--- config.mk ---
export PLATFORM = sky130hd
export DESIGN_NAME = count_sequencer
export DESIGN_NICKNAME = d
export VERILOG_FILES = /design/src/rtl/count_sequencer.sv
export SDC_FILE = /design/constraint.sdc
export NUM_CORES = 1
export LEC_CHECK = 0
export CAP_MARGIN = 5
export CORE_UTILIZATION = 45
export DETAILED_ROUTE_END_ITERATION = 10
export GPL_TIMING_DRIVEN = 0
export MAX_ROUTING_LAYER = met4
export PLACE_DENSITY = 0.76
export SYNTH_ARGS = -nofsm -noshare
export SYNTH_HDL_FRONTEND = slang
export SYNTH_SLANG_ARGS = --single-unit
--- constraint.sdc ---
create_clock -name clock -period 2 [get_ports clock]
set_input_delay 0.3 -clock clock [delete_from_list [all_inputs] [get_ports clock]]
set_output_delay 0.3 -clock clock [all_outputs]
set_load 0.05 [all_outputs]
--- src/rtl/count_sequencer.sv ---
// count_sequencer: control stage in front of a clearable up-counter.
// Accepts start/stop/resume requests, issues a one-cycle active-low clear,
// produces prescaled count enables and halts when the fed-back count hits
// the latched limit.
//
// Ports:
//   clock, reset              - clock, async active-high reset
//   start, stop, resume       - level-sampled control requests
//   prescale [PRE_W]          - enable period minus one (latched on start)
//   limit    [CNT_W]          - terminal count (latched on start)
//   q        [CNT_W]          - counter value fed back from the counter
//   count_enable              - one-cycle enable per prescale tick (combinational)
//   clear                     - active-low counter clear (registered)
//   done                      - high while in DONE (registered)
//   state    [3]              - current state encoding

module count_sequencer #(
    parameter int unsigned CNT_W = 4,
    parameter int unsigned PRE_W = 4
) (
    input  logic             clock,
    input  logic             reset,
    input  logic             start,
    input  logic             stop,
    input  logic             resume,
    input  logic [PRE_W-1:0] prescale,
    input  logic [CNT_W-1:0] limit,
    input  logic [CNT_W-1:0] q,
    output logic             count_enable,
    output logic             clear,
    output logic             done,
    output logic [2:0]       state
);

    localparam logic [2:0] S_IDLE  = 3'd0;
    localparam logic [2:0] S_CLEAR = 3'd1;
    localparam logic [2:0] S_RUN   = 3'd2;
    localparam logic [2:0] S_PAUSE = 3'd3;
    localparam logic [2:0] S_DONE  = 3'd4;

    logic [2:0]       state_q,    state_d;
    logic [PRE_W-1:0] pre_cnt_q,  pre_cnt_d;
    logic [PRE_W-1:0] prescale_q, prescale_d;
    logic [CNT_W-1:0] limit_q,    limit_d;
    logic             clear_q,    clear_d;
    logic             done_q,     done_d;

    logic tick;
    logic at_limit;

    assign tick     = (pre_cnt_q == prescale_q);
    assign at_limit = (q == limit_q);

    // Gating on at_limit stops a prescale-0 run from overshooting the limit.
    assign count_enable = (state_q == S_RUN) && tick && !at_limit;
    assign clear        = clear_q;
    assign done         = done_q;
    assign state        = state_q;

    // Next-state, prescale phase and latched configuration.
    always_comb begin
        state_d    = state_q;
        pre_cnt_d  = pre_cnt_q;
        prescale_d = prescale_q;
        limit_d    = limit_q;

        case (state_q)
            S_IDLE: begin
                if (start) begin
                    prescale_d = prescale;
                    limit_d    = limit;
                    state_d    = S_CLEAR;
                end
            end
            S_CLEAR: begin
                pre_cnt_d = '0;
                state_d   = S_RUN;
            end
            S_RUN: begin
                if (at_limit) begin
                    state_d = S_DONE;
                end else if (stop) begin
                    state_d = S_PAUSE;
                end else if (tick) begin
                    pre_cnt_d = '0;
                end else begin
                    pre_cnt_d = pre_cnt_q + PRE_W'(1);
                end
            end
            S_PAUSE: begin
                // pre_cnt holds so the prescale phase survives the pause.
                if (stop) begin
                    state_d = S_IDLE;
                end else if (resume) begin
                    state_d = S_RUN;
                end
            end
            S_DONE: begin
                if (start) begin
                    prescale_d = prescale;
                    limit_d    = limit;
                    state_d    = S_CLEAR;
                end else if (stop) begin
                    state_d = S_IDLE;
                end
            end
            default: begin
                state_d = S_IDLE;
            end
        endcase

        // Registered strobes follow the state being entered.
        clear_d = (state_d != S_CLEAR);
        done_d  = (state_d == S_DONE);
    end

    // State and output registers.
    always_ff @(posedge clock or posedge reset) begin
        if (reset) begin
            state_q    <= S_IDLE;
            pre_cnt_q  <= '0;
            prescale_q <= '0;
            limit_q    <= '0;
            clear_q    <= 1'b1;
            done_q     <= 1'b0;
        end else begin
            state_q    <= state_d;
            pre_cnt_q  <= pre_cnt_d;
            prescale_q <= prescale_d;
            limit_q    <= limit_d;
            clear_q    <= clear_d;
            done_q     <= done_d;
        end
    end

endmodule

==> run metrics <==
status=complete, no violations; vias in the first global route=666; crit path cell chain=clkdlybuf4s50_1; crit path capture type=primary output; crit-path max cell delay=0.79 ns; largest family of logic cells by synthesized area=simple AND/OR/NAND/NOR gates; worst-path maximum fanout=1; die span in x=45.03 um; Mapped Nets=92; Critical Path AT=1.61 ns; Mapped Area=833.3 um^2; Adder-Cell Fraction of Synth Area=0.01502; num rows=15; Ys Warns=0; total grt overflow=0; Clock Skews=0.0006868 ns; family with the most delay on the worst path=buffers and inverters; CTS Root Cell=clkbuf_4; area of the core=1727 um^2; Via density=5.118; time the worst path needs with I/O delays and setup=1.912 ns; Finished Layout Cells=127; Syn Inst Count=74; Boundary Pins=23; via count=650; # DRC=0; clock sink count=17; Die Area=2028 um^2; layout cell share with drive strength beyond 1=0.1863; Post-Synth Simple-Gate Area=0.1547; Hold Fails Final Rpt=0; Overall Global Routing Usage=0.2056; relative slew slack=0.5688; Nets=121; Placed Instances=121; post-route ant nets=0; pre-CTS setup slack=-0.5105 ns; Synth Area in Compound Gates=0.1036; WL per Instance=13.60 um; Die Span Y=45.03 um; initial antenna violation count=0; Iteration-0 DRC Markers=24; crit path max-delay cell type=clkdlybuf4s50_1; synth-to-layout area growth=37.09%; VDD IR max=0.7287 mV; clk slew on worst S/H paths=0.10 ns; Crit path required time=1.70 ns; number of port buffers=22; XOR/XNOR Fraction of Synth Area=0.08408; HPWL after DPL=1235 um; antenna diode count=0; final cycle utilization of the critical path=0.9560; global-route wire length before repair=2849 um; kind of critical path=flip-flop to primary output; critical path startpoint category=flip-flop; Worst-Margin Slew=0.6461 ns; later-pin clock latency in the skew report=0.29 ns; Pleak=0.4833 nW; Worst R2R Path Depth=4; largest net degree at the start of global routing=18; setup tns final=0 ns; Clock Path Buffers=2; Slew Viols, Final=0; post-synthesis mux area share=0.1081; Yosys reg bits=17; CTS tree=yes; Pwr Total=1.566 mW; initial core utilization=0.4826; H-tree depth=1; Distinct cells, synth=25; PD cells=1370 nW/um^2; worst r2r dst=pre_cnt_q[3]; HP Class=input port to asynchronous set/reset pin; syn avg cell area=11.26 um^2; sequential fraction of the synthesis area=0.5120; utilization after layout=0.6616; drt pass-1 iters=4; flop-to-flop setup slack=0.26 ns; WP buf/inv=1; number of max-cap violations=0; final setup margin=0.08793 ns; Hold-fix buffers, CTS=0; final setup vio count=0; GPL Wtd Cong=0.7896; worst r2r src=state[2]; Max Fclk=523.0 MHz; Num CTS Buffers=3; final wirelength=1727 um
-- final cells by class --
| type | count | area (um^2) |
|---|---|---|
| tap | 25 | 31.28 |
| timing repair buffer | 24 | 235.2 |
| multi-input combinational | 52 | 404.1 |
| buffer | 1 | 3.754 |
| sequential | 17 | 426.7 |
| fill | 154 | 584.3 |
| clock buffer | 4 | 26.28 |
| inverter | 4 | 15.01 |
-- cell families (layout without fill, tap and decap cells) --
logic type,count (synthesis),after routing
AOI/OAI and AO/OA,11,11
xor gates and xnor gates,8,8
adders and majority gates,1,1
buffers and inverters,5,33
DFF,17,17
muxes,8,8
and+or+nand+nor,24,24
-- what timing repair did --
action,in CTS,in global routing
gates resized for setup,7,2
buffers inserted,1,1
pin swaps,1,1
endpoints found under the setup margin,1,3
-- metrics by stage --
stage          area [um^2]  hold slack (ns)
2_1_floorplan        844.6           0.2253
4_1_cts               1130           0.4022
3_5_place_dp          1096           0.5188
3_3_place_gp          1096           0.5113
6_report              1142           0.3871
5_1_grt               1142           0.4386
-- layout by cell type (no fill, tap or decap), types with 3 or more instances in the layout --
master,instances
inv_1,4
nand3_1,3
nor2_1,4
xnor2_1,8
nand4_1,3
dfrtp_1,16
clkdlybuf4s50_1,19
mux2_2,8
clkbuf_4,3
o2bb2ai_1,3
-- sequential cells by signal (all words and copies together) (netlist names) --
signal / count
clear: 1
limit_q: 4
pre_cnt_q: 4
state: 3
done: 1
prescale_q: 4
-- Yosys cell counts, drive strengths merged --
cell type / count / area [um^2]
o2bb2ai: 3 / 26.28
dfrtp: 16 / 400.4
xnor2: 8 / 70.07
and2: 2 / 12.51
nor2b: 1 / 6.260
o21ai: 2 / 10.01
dfstp: 1 / 26.28
nand4: 3 / 18.77
nand2: 3 / 11.26
inv: 4 / 15.01
a32o: 2 / 20.02
nor3: 3 / 15.01
a31oi: 1 / 6.260
nand2b: 2 / 12.51
a41o: 1 / 10.01
nor2: 4 / 15.01
a2bb2oi: 1 / 8.760
or2: 1 / 6.260
a21oi: 1 / 5.000
nand3: 3 / 15.01
clkbuf: 1 / 3.750
or4b: 1 / 10.01
or3: 1 / 6.260
mux2: 8 / 90.09
ha: 1 / 12.51
-- metal layers --
metal | track usage | vias up | wire length [um]
li1 | - | 322 | -
met1 | 0.2294 | 306 | 731
met2 | 0.3536 | 18 | 904
met3 | 0.04000 | 4 | 71
met4 | 0.09091 | 0 | 19
met5 | - | - | 0
-- worst max-delay path by stage --
| stage | start | to | cells past startpoint |
|---|---|---|---|
| 2_1_floorplan | state[1] | count_enable | 3 |
| 3_3_place_gp | q[3] | count_enable | 6 |
| 3_5_place_dp | q[0] | count_enable | 6 |
| 4_1_cts | state[2] | state[2] | 1 |
| 5_1_grt | pre_cnt_q[1] | count_enable | 4 |
| 6_report | clear | clear | 1 |
-- report_power, final --
group,switching (mW),internal [mW]
clock,0.106,0.0776
sequential,0.140,0.485
combinational,0.386,0.371
(Power assumes the default switching activity.)
